[src/rtl/mem_access_unit.sv]
// mem_access_unit: load/store controller in front of the 16-bit data memory with byte RMW and range checking
module mem_access_unit #(
  parameter int DATA_W     = 16,
  parameter int ADDR_W     = 16,
  parameter int DATA_DEPTH = 256
) (
  input  logic              clk,
  input  logic              rst,
  input  logic              req_valid,
  output logic              req_ready,
  input  logic [1:0]        req_op,
  input  logic [ADDR_W-1:0] req_addr,
  input  logic              req_byte_sel,
  input  logic [DATA_W-1:0] req_wdata,
  output logic              rsp_valid,
  output logic [DATA_W-1:0] rsp_data,
  output logic              rsp_err,
  output logic [ADDR_W-1:0] mem_addr,
  output logic [DATA_W-1:0] mem_write_data,
  output logic              mem_write_en,
  output logic              mem_read_en,
  input  logic [DATA_W-1:0] mem_read_data
);
  typedef enum logic [1:0] {IDLE, ACCESS, RMW_WR, RESP} state_t;
  localparam logic [1:0] OP_LW = 2'd0, OP_SW = 2'd1, OP_LB = 2'd2, OP_SB = 2'd3;
  localparam logic [ADDR_W:0] DEPTH = (ADDR_W+1)'(DATA_DEPTH);
  state_t state_q;
  logic [1:0] op_q;
  logic [ADDR_W-1:0] addr_q;
  logic sel_q;
  logic [DATA_W-1:0] wdata_q, buf_q, rsp_data_q;
  logic rsp_valid_q, rsp_err_q;
  logic acc, rmw, sw_wr;
  logic [7:0] rd_byte;
  logic [DATA_W-1:0] merged;
  // memory-side decode; rst masks every strobe so nothing reaches memory during reset
  always_comb begin
    acc = state_q == ACCESS && !rst;
    rmw = state_q == RMW_WR && !rst;
    sw_wr = acc && op_q == OP_SW;
    rd_byte = sel_q ? mem_read_data[15:8] : mem_read_data[7:0];
    merged = sel_q ? {wdata_q[7:0], buf_q[7:0]} : {buf_q[15:8], wdata_q[7:0]};
  end
  assign req_ready      = state_q == IDLE && !rst;
  assign mem_addr       = (acc || rmw) ? addr_q : '0;
  assign mem_read_en    = acc && op_q != OP_SW;
  assign mem_write_en   = sw_wr || rmw;
  assign mem_write_data = rmw ? merged : sw_wr ? wdata_q : '0;
  assign rsp_valid      = rsp_valid_q;
  assign rsp_data       = rsp_data_q;
  assign rsp_err        = rsp_err_q;
  // request FSM with registered response; out-of-range requests skip straight to RESP
  always_ff @(posedge clk) begin
    if (rst) begin
      state_q     <= IDLE;
      op_q        <= '0;
      addr_q      <= '0;
      sel_q       <= 1'b0;
      wdata_q     <= '0;
      buf_q       <= '0;
      rsp_valid_q <= 1'b0;
      rsp_err_q   <= 1'b0;
      rsp_data_q  <= '0;
    end else begin
      case (state_q)
        IDLE: begin
          rsp_valid_q <= 1'b0;
          rsp_err_q   <= 1'b0;
          rsp_data_q  <= '0;
          if (req_valid) begin
            op_q    <= req_op;
            addr_q  <= req_addr;
            sel_q   <= req_byte_sel;
            wdata_q <= req_wdata;
            if ({1'b0, req_addr} >= DEPTH) begin
              state_q     <= RESP;
              rsp_valid_q <= 1'b1;
              rsp_err_q   <= 1'b1;
            end else begin
              state_q <= ACCESS;
            end
          end
        end
        ACCESS: begin
          if (op_q == OP_SB) begin
            buf_q   <= mem_read_data;
            state_q <= RMW_WR;
          end else begin
            state_q     <= RESP;
            rsp_valid_q <= 1'b1;
            rsp_data_q  <= op_q == OP_LW ? mem_read_data :
                           op_q == OP_LB ? {{(DATA_W-8){rd_byte[7]}}, rd_byte} : '0;
          end
        end
        RMW_WR: begin
          state_q     <= RESP;
          rsp_valid_q <= 1'b1;
        end
        default: begin
          state_q     <= IDLE;
          rsp_valid_q <= 1'b0;
          rsp_err_q   <= 1'b0;
          rsp_data_q  <= '0;
        end
      endcase
    end
  end
endmodule

[config.mk]
export PLATFORM = sky130hd
export DESIGN_NAME = mem_access_unit
export DESIGN_NICKNAME = d
export VERILOG_FILES = /design/src/rtl/mem_access_unit.sv
export SDC_FILE = /design/constraint.sdc
export NUM_CORES = 1
export LEC_CHECK = 0
export BUFFER_PORTS_ARGS = -buffer_cell sky130_fd_sc_hd__buf_2
export CAP_MARGIN = 20
export CORE_MARGIN = 3
export CORE_UTILIZATION = 49
export DETAILED_ROUTE_END_ITERATION = 10
export PLACE_DENSITY = 0.77
export SYNTH_ARGS = -nofsm -noshare
export SYNTH_HDL_FRONTEND = slang
export SYNTH_SLANG_ARGS = --single-unit
[constraint.sdc]
create_clock -name clk -period 2.3 [get_ports clk]
set_clock_uncertainty 0.1 [all_clocks]
set_input_delay 0.23 -clock clk [delete_from_list [all_inputs] [get_ports clk]]
set_output_delay 0.23 -clock clk [all_outputs]
set_load 0.005 [all_outputs]
==> results of run 1 <==
[critical path, stage by stage, from the launching register on]
cell and delay (ps):
dfxtp_1 350, inv_1 100, ha_2 340, nand2b_1 130, buf_4 190, nor2_1 130
a22o_1 180, buf_2 120
[routing by layer]
layer  global-route usage [%]  share of wire (%)  vias up  routed length, µm
li1                         -                  -     1620                  -
met5                        0                  0        -                  0
met1                     28.6                 44     1459               3800
met4                     8.93                1.4        0                121
met2                     37.5                 46      118               4030
met3                     5.03                8.2       13                708
[synth_stat cells (all sizes together) (3+ instances only)]
| cell type | count |
|---|---|
| dfxtp | 71 |
| clkbuf | 15 |
| or2 | 9 |
| o21ai | 9 |
| a21boi | 8 |
| mux2i | 15 |
| inv | 7 |
| buf | 16 |
| and2 | 17 |
| a21oi | 71 |
| ha | 4 |
| nor2 | 10 |
| and3 | 8 |
| o2bb2ai | 8 |
| nand2b | 3 |
| nand2 | 122 |
| o211ai | 12 |
[flip-flops by register name, indices dropped and copies added (netlist names), 2 cells and up]
name / flops
addr_q: 16
buf_q: 16
op_q: 2
rsp_data: 16
state_q: 2
wdata_q: 16
[final cells by class]
| cell class | instances | area share [%] |
|---|---|---|
| sequential | 71 | 34.5 |
| inverter | 7 | 0.638 |
| timing repair buffer | 115 | 14.8 |
| tap | 77 | 2.34 |
| clock buffer | 11 | 3.43 |
| clock inverter | 5 | 1.98 |
| multi-input combinational | 315 | 42.2 |
[placed cells by master (no fill, tap or decap), types with 2 or more instances in the layout]
cell and n:
inv_1 6, a22o_1 2, and3_1 8, or4_1 2
a21boi_0 8, ha_2 2, ha_1 2, buf_4 8
o21ai_0 3, a31oi_1 2, a21oi_1 71, and2_1 17
o21ai_1 6, nand2b_1 3, o2bb2ai_1 8, dfxtp_1 71
o211ai_1 12, nand2_1 122, buf_2 106, or2_2 9
nor2_1 9, nor2b_1 2, clkbuf_8 10, bufinv_16 2
mux2i_1 15
[where the power goes]
part           total (W)  switching [W]  leakage (nW)  internal, W
clock            0.00111       0.000473         0.110     0.000641
combinational    0.00113       0.000689          1.09     0.000443
sequential       0.00152       0.000119         0.578      0.00140
[worst paths after layout]
check / from / end / slack (ps) / cells after the start
worst min register to register: rsp_data[7]$_SDFFE_PP0P_ / rsp_data[7]$_SDFFE_PP0P_ / 350 / 2
worst min-delay path: req_wdata[11] / wdata_q[11]$_SDFFE_PP0P_ / 10 / 3
worst max register to register: state_q[0]$_SDFFE_PP0P_ / rsp_data[6]$_SDFFE_PP0P_ / 370 / 5
worst max-delay path: state_q[0]$_SDFFE_PP0P_ / mem_write_data[7] / 100 / 7
[through the flow]
stage	util [%]	instances	setup TNS, ps
after floorplan	-	424	0
after global placement	59.6	583	0
after detailed placement	59.6	583	0
after CTS	63.4	600	-7.88
after global routing	63.7	601	-13.6
final	63.7	601	0
[logic make-up after synthesis]
| group | share of synthesized area [%] |
|---|---|
| AND/OR/NAND/NOR | 24.5 |
| buffers and inverters | 5.58 |
| multiplexers | 4.86 |
| adder cells (fa/ha/maj) | 1.51 |
| AO/OA/AOI/OAI | 20.7 |
| flip-flops | 42.8 |
[what timing repair did]
item / in CTS / in global routing
endpoints found under the setup margin: 30 / 32
resized for setup: 3 / 3
setup buffers: 1 / 1
hold buffers: 0 / 0
pin swaps: 1 / 1
==> run summary, run 1 <==
maximum clock path buffer count - 2
Syn Nets - 482
count of cell types in the netlist - 36
top_reg_cell synth - dfxtp_1
post-route ant nets - 0
total core area - 0.00646 mm²
clk sinks - 71
critical path type - reg2out
root buffer cell - clkbuf_8
count of nets after finishing - 577
setup slack after layout - 97.8 ps
Synth area leaders - dfxtp_1 43%, nand2_1 14%, a21oi_1 11%
Finished Cell Area - 0.00412 mm²
final hold violation count - 0
Overflow after GRT - 0
worst vdd ir - 457 µV
WL/cell - 14.4 µm
final WL - 8.66 mm
average size of a mapped cell - 7.83 µm²
Pins Over Slew Limit - 0
synth warn - 0
initial DRC count - 177
chip height - 88.3 µm
Area growth syn-to-layout - 24.0%
clock-pin slew on the worst setup and hold paths - 80 ps
Final min period - 2200 ps
leak pwr - 1.78 nW
Residual DRC - 0
unrepaired setup endpoints after global routing - true
Hold WS - 13.5 ps
Placed Area - 0.00385 mm²
post-synthesis async set-or-reset flop share - 0%
Mapped Area - 0.00332 mm²
vias per cell - 5.34
Clock Latency Late Sink - 340 ps
pwr dens - 915 mW/mm²
layout cells sized above 1 - 28.6%
footprint of the multi-input gates - 0.00174 mm²
number of flops mapped to enable cells by yosys - 0
worst min path class - in2reg
Total GRT Usage - 22.6%
Fmax - 0.454 GHz
DR pass1 iterations - 5
outcome - completed
critical path peak fanout - 9
WP data arrival - 1870 ps
Die W - 88.3 µm
row count - 29
die area - 0.00780 mm²
port bufs - 106
initial core utilization - 51.4%
via count - 3210
cells after synthesis - 424
vias in the first global route - 3011
PnR Total Power - 0.00377 W
dpl ws - 87.9 ps
H-tree depth - 3
hpwl dp - 6.08 mm
total area of sequential cells - 0.00142 mm²
worst relative slew slack - 58.5%
initial antenna violation count - 0
pin count of the biggest net entering global routing - 51
Yosys reg bits - 71
largest area contributor in the netlist - dfxtp_1
routability cong. - 0.834
Num CTS Buffers - 9
final setup fails - 0
Final period util - 95.7%
Slew @ Worst Pin - 622 ps
sequential cell area fraction in the yosys report - 42.8%
startpoint types - flip-flop
CTS tree - built
max_cap viols - 0
Diodes inserted - 0
Worst Setup End Kind - output pin
fillcell total - 580
worst path required time - 1970 ps
top cell type's share of synthesized area - 42.8%
first-pass GRT wire length - 14.0 mm
# IOs - 107
Power figures use the tool's default switching activity.
==> inputs of run 2 (changes only) <==
- CORE_UTILIZATION: 49 -> 51
- PLACE_DENSITY: 0.77 -> 0.8
- RECOVER_POWER: not set -> 100
- clock period: 2.3 -> 2.4 ns (I/O delays scaled with it)
==> run 2 against run 1 <==
  * Combinational power fell by 9.7%
  * First-iteration DRC count decreased by 12%
  * Worst setup slack better by 39 ps
  * Register-to-register slack about the same
  * Final cell count shrank 0.67%
  * Final area decreased by 2.2%
  * Largest cell class unchanged
  * Die area decreased by 3.7%
==> run summary, run 2 (synthesis results as in run 1) <==
final hold violation count - 0
R2R depth - 5
Area growth syn-to-layout - 21.3%
CTS Hold Bufs - 0
crit path to - mem_write_data[1]
internal power - 0.00224 W
Clock Latency Late Sink - 350 ps
# IOs - 107
final WL - 8.39 mm
Final min period - 2260 ps
first-pass GRT wire length - 13.6 mm
final setup fails - 0
die area - 0.00751 mm²
startpoint types - flip-flop
Fmax - 0.442 GHz
Finished Cell Area - 0.00403 mm²
maximum clock path buffer count - 2
setup slack after layout - 137 ps
Comb pwr share - 29.7%
Num CTS Buffers - 9
initial DRC count - 156
vias per cell - 5.30
post-route ant nets - 0
routability cong. - 0.871
pwr dens - 855 mW/mm²
H-tree depth - 3
most frequent cells in the layout - 122 x nand2_1, 85 x buf_2, 71 x a21oi_1, 71 x dfxtp_1, 18 x clkbuf_1
leak pwr - 1.67 nW
count of nets after finishing - 575
port bufs - 106
Register-to-Register Setup Slack - 360 ps
worst setup path startpoint - state_q[1]$_SDFFE_PP0P_
total core area - 0.00610 mm²
initial core utilization - 54.5%
Seq pwr share - 42.2%
worst path required time - 2060 ps
layout cells sized above 1 - 24.9%
Slew @ Worst Pin - 844 ps
critical path type - reg2out
hpwl dp - 6.06 mm
worst min path class - in2reg
setup TNS - 0 ps
outcome - completed
fillcell total - 566
reg2reg start - state_q[0]$_SDFFE_PP0P_
max_cap viols - 0
Residual DRC - 0
Placed Area - 0.00384 mm²
Final period util - 94.3%
CTS tree - built
pin count of the biggest net entering global routing - 42
placed cells - 581
initial antenna violation count - 0
commonest non-fill, non-tap cell in the layout - nand2_1
clock-pin slew on the worst setup and hold paths - 70 ps
WL/cell - 14.0 µm
critical path peak fanout - 9
unrepaired setup endpoints after global routing - false
r2r endpoint - rsp_data[3]$_SDFFE_PP0P_
row count - 28
Diodes inserted - 0
Worst Setup End Kind - output pin
root buffer cell - clkbuf_8
dpl ws - 172 ps
Resized cells post-CTS - 2
Overflow after GRT - 0
Die W - 86.7 µm
worst vdd ir - 482 µV
switching fraction of total power - 35.0%
Pins Over Slew Limit - 0
DR pass1 iterations - 4
via count - 3165
chip height - 86.7 µm
Finished Layout Cells - 597
WP data arrival - 1920 ps
clk sinks - 71
worst relative slew slack - 43.5%
vias in the first global route - 2985
Total GRT Usage - 22.7%
Clock Power Share - 28.1%
NetSw - 0.00121 W
hold depth - 3
post-CTS setup buffer count - 0
run 2: worst min path at each step:
stage | start | to | slack, ps
2_1_floorplan | req_addr[0] | addr_q[0]$_SDFFE_PP0P_ | 280
5_1_grt | req_wdata[13] | wdata_q[13]$_SDFFE_PP0P_ | 20
3_3_place_gp | rsp_data[4]$_SDFFE_PP0P_ | rsp_data[4]$_SDFFE_PP0P_ | 340
6_report | req_addr[1] | addr_q[1]$_SDFFE_PP0P_ | 20
4_1_cts | req_addr[3] | addr_q[3]$_SDFFE_PP0P_ | 10
3_5_place_dp | rsp_data[9]$_SDFFE_PP0P_ | rsp_data[9]$_SDFFE_PP0P_ | 340
run 2: metrics by stage:
stage          utilization [%]  power, W  hold slack [ps]
2_1_floorplan                -   0.00223              276
3_3_place_gp              63.0   0.00247              336
3_5_place_dp              63.0   0.00250              342
4_1_cts                   66.3   0.00347             11.4
5_1_grt                   66.1   0.00365             16.6
6_report                  66.1   0.00344             18.6
run 2: layout make-up:
| class | instances | area [µm²] | area share, % |
|---|---|---|---|
| Clock buffer | 11 | 141 | 3.51 |
| Clock inverter | 5 | 56.3 | 1.40 |
| Inverter | 7 | 26.3 | 0.653 |
| Multi-Input combinational cell | 315 | 1730 | 42.9 |
| Sequential cell | 71 | 1420 | 35.3 |
| Tap cell | 75 | 93.8 | 2.33 |
| Timing Repair Buffer | 113 | 559 | 13.9 |
run 2: power by group through the flow:
stage / logic, W / clock network [W] / registers, W
5_1_grt: 0.00115 / 0.00102 / 0.00148
2_1_floorplan: 0.000776 / 0 / 0.00145
6_report: 0.00102 / 0.000967 / 0.00145
3_3_place_gp: 0.000995 / 0 / 0.00147
4_1_cts: 0.00103 / 0.000976 / 0.00145
3_5_place_dp: 0.00102 / 0 / 0.00148
run 2: routing by layer:
metal  GRT usage (%)  vias up  part of all wire (%)
met3            6.37       18                   7.8
met1            28.5     1424                    45
met2            36.2      112                    45
met4            9.92        0                   2.4
met5               0        -                     0
li1                -     1611                     -
run 2: critical path, stage by stage, from the launching register on:
cell      delay [ps]
dfxtp_1          400
ha_2             350
nand3b_1         360
mux2i_1          280
nor2_1            60
buf_2            130
==> inputs of run 3 (changes only) <==
- CORE_ASPECT_RATIO: not set -> 1.75
==> run 3 against run 2 <==
  * Combinational power about the same
  * Clock power increased by 35%
  * Via count decreased by 0.44%
  * Clock-buffer cell count unchanged
  * Sequential share of layout area decreased by 0.91 points
  * Sequential cell count unchanged
  * Sequential power about the same
  * Wire length increased by 1.0%
  * Worst setup slack improved by 6.5 ps
  * Final cell count increased by 1.2%
  * Global-route usage increased by 0.88 points
  * Utilization decreased by 0.20 points
  * Largest cell class unchanged
==> run summary, run 3 (synthesis results as in run 1) <==
Overflow after GRT - 0
total core area - 0.00628 mm²
Hold WS - 2.84 ps
final setup fails - 0
DR pass1 iterations - 4
CTS tree - built
via count - 3151
Final period util - 94.0%
unrepaired setup endpoints after global routing - true
internal power - 0.00259 W
worst path required time - 2060 ps
maximum clock path buffer count - 2
first-pass GRT wire length - 13.8 mm
pwr dens - 918 mW/mm²
Residual DRC - 0
max_cap viols - 0
dpl ws - 158 ps
vias in the first global route - 2989
placed cells - 587
Area growth syn-to-layout - 24.5%
worst relative slew slack - 51.7%
post-route ant nets - 0
Clock Latency Late Sink - 360 ps
final hold violation count - 0
Comb pwr share - 26.8%
clock-pin slew on the worst setup and hold paths - 80 ps
WP data arrival - 1920 ps
root buffer cell - clkbuf_8
NetSw - 0.00120 W
Finished Layout Cells - 604
commonest non-fill, non-tap cell in the layout - nand2_1
critical path peak fanout - 9
switching fraction of total power - 31.7%
Total GRT Usage - 23.5%
initial DRC count - 212
Pins Over Slew Limit - 0
worst min path class - in2reg
row count - 38
Die W - 67.0 µm
pin count of the biggest net entering global routing - 49
leak pwr - 1.77 nW
vias per cell - 5.22
Register-to-Register Setup Slack - 470 ps
Final min period - 2260 ps
WL/cell - 14.0 µm
port bufs - 106
most frequent cells in the layout - 122 x nand2_1, 98 x buf_2, 71 x a21oi_1, 71 x dfxtp_1, 17 x and2_1
Seq pwr share - 38.5%
setup TNS - 0 ps
initial core utilization - 52.9%
chip height - 113 µm
CTS Hold Bufs - 0
Slew @ Worst Pin - 724 ps
worst vdd ir - 548 µV
layout cells sized above 1 - 26.7%
count of nets after finishing - 577
hpwl dp - 6.20 mm
critical path type - reg2out
outcome - completed
final WL - 8.47 mm
H-tree depth - 3
Fmax - 0.443 GHz
setup slack after layout - 144 ps
# IOs - 107
clk sinks - 71
Clock Power Share - 34.7%
die area - 0.00755 mm²
initial antenna violation count - 0
Diodes inserted - 0
Num CTS Buffers - 9
routability cong. - 0.817
Worst Setup End Kind - output pin
startpoint types - flip-flop
## run 3: routing by layer
metal	wire (µm)	global-route usage [%]
met5	0	0
met4	218	9.89
met3	539	6.55
met2	4420	40.4
met1	3290	26.7
## run 3: power groups by stage
stage,sequential (W),clock (W),combinational (W)
final,0.00146,0.00131,0.00102
after CTS,0.00146,0.00132,0.00103
after detailed placement,0.00149,0,0.00102
after global routing,0.00148,0.00138,0.00115
after floorplan,0.00145,0,0.000776
after global placement,0.00148,0,0.000991
## run 3: final timing paths
kind	startpoint	to	depth (start not counted)
worst max-delay path	state_q[0]$_SDFFE_PP0P_	mem_write_data[4]	7
worst min-delay path	req_addr[2]	addr_q[2]$_SDFFE_PP0P_	3
worst max register to register	state_q[0]$_SDFFE_PP0P_	rsp_valid$_SDFFE_PP0N_	6
worst min register to register	rsp_data[9]$_SDFFE_PP0P_	rsp_data[9]$_SDFFE_PP0P_	2
## run 3: critical path: stages, from the launching register on
cell      delay, ps
dfxtp_1         390
inv_1            90
ha_1            340
nand3b_1        140
buf_4           180
mux2i_1         240
nor2_1           50
buf_2           130
## run 3: final cells by class
cell class                      count  area, µm²
Multi-Input combinational cell    315       1720
Tap cell                           80        100
Timing Repair Buffer              115        586
Clock buffer                       11        151
Sequential cell                    71       1420
Clock inverter                      5        128
Fill cell                         581       2140
Inverter                            7       26.3
## run 3: through the flow
| step | utilization, % | power [W] | area, µm² |
|---|---|---|---|
| final | 65.8 | 0.00379 | 4130 |
| after global routing | 65.8 | 0.00401 | 4130 |
| after CTS | 66.0 | 0.00381 | 4140 |
| after detailed placement | 61.4 | 0.00250 | 3850 |
| after global placement | 61.4 | 0.00247 | 3850 |
| after floorplan | - | 0.00223 | 3320 |
## run 3: timing repair
action	4_1_cts	5_1_grt
endpoints found under the hold margin	0	0
gates resized for setup	1	1
setup buffers	1	0
pin swaps	1	0
endpoints found under the setup margin	20	19
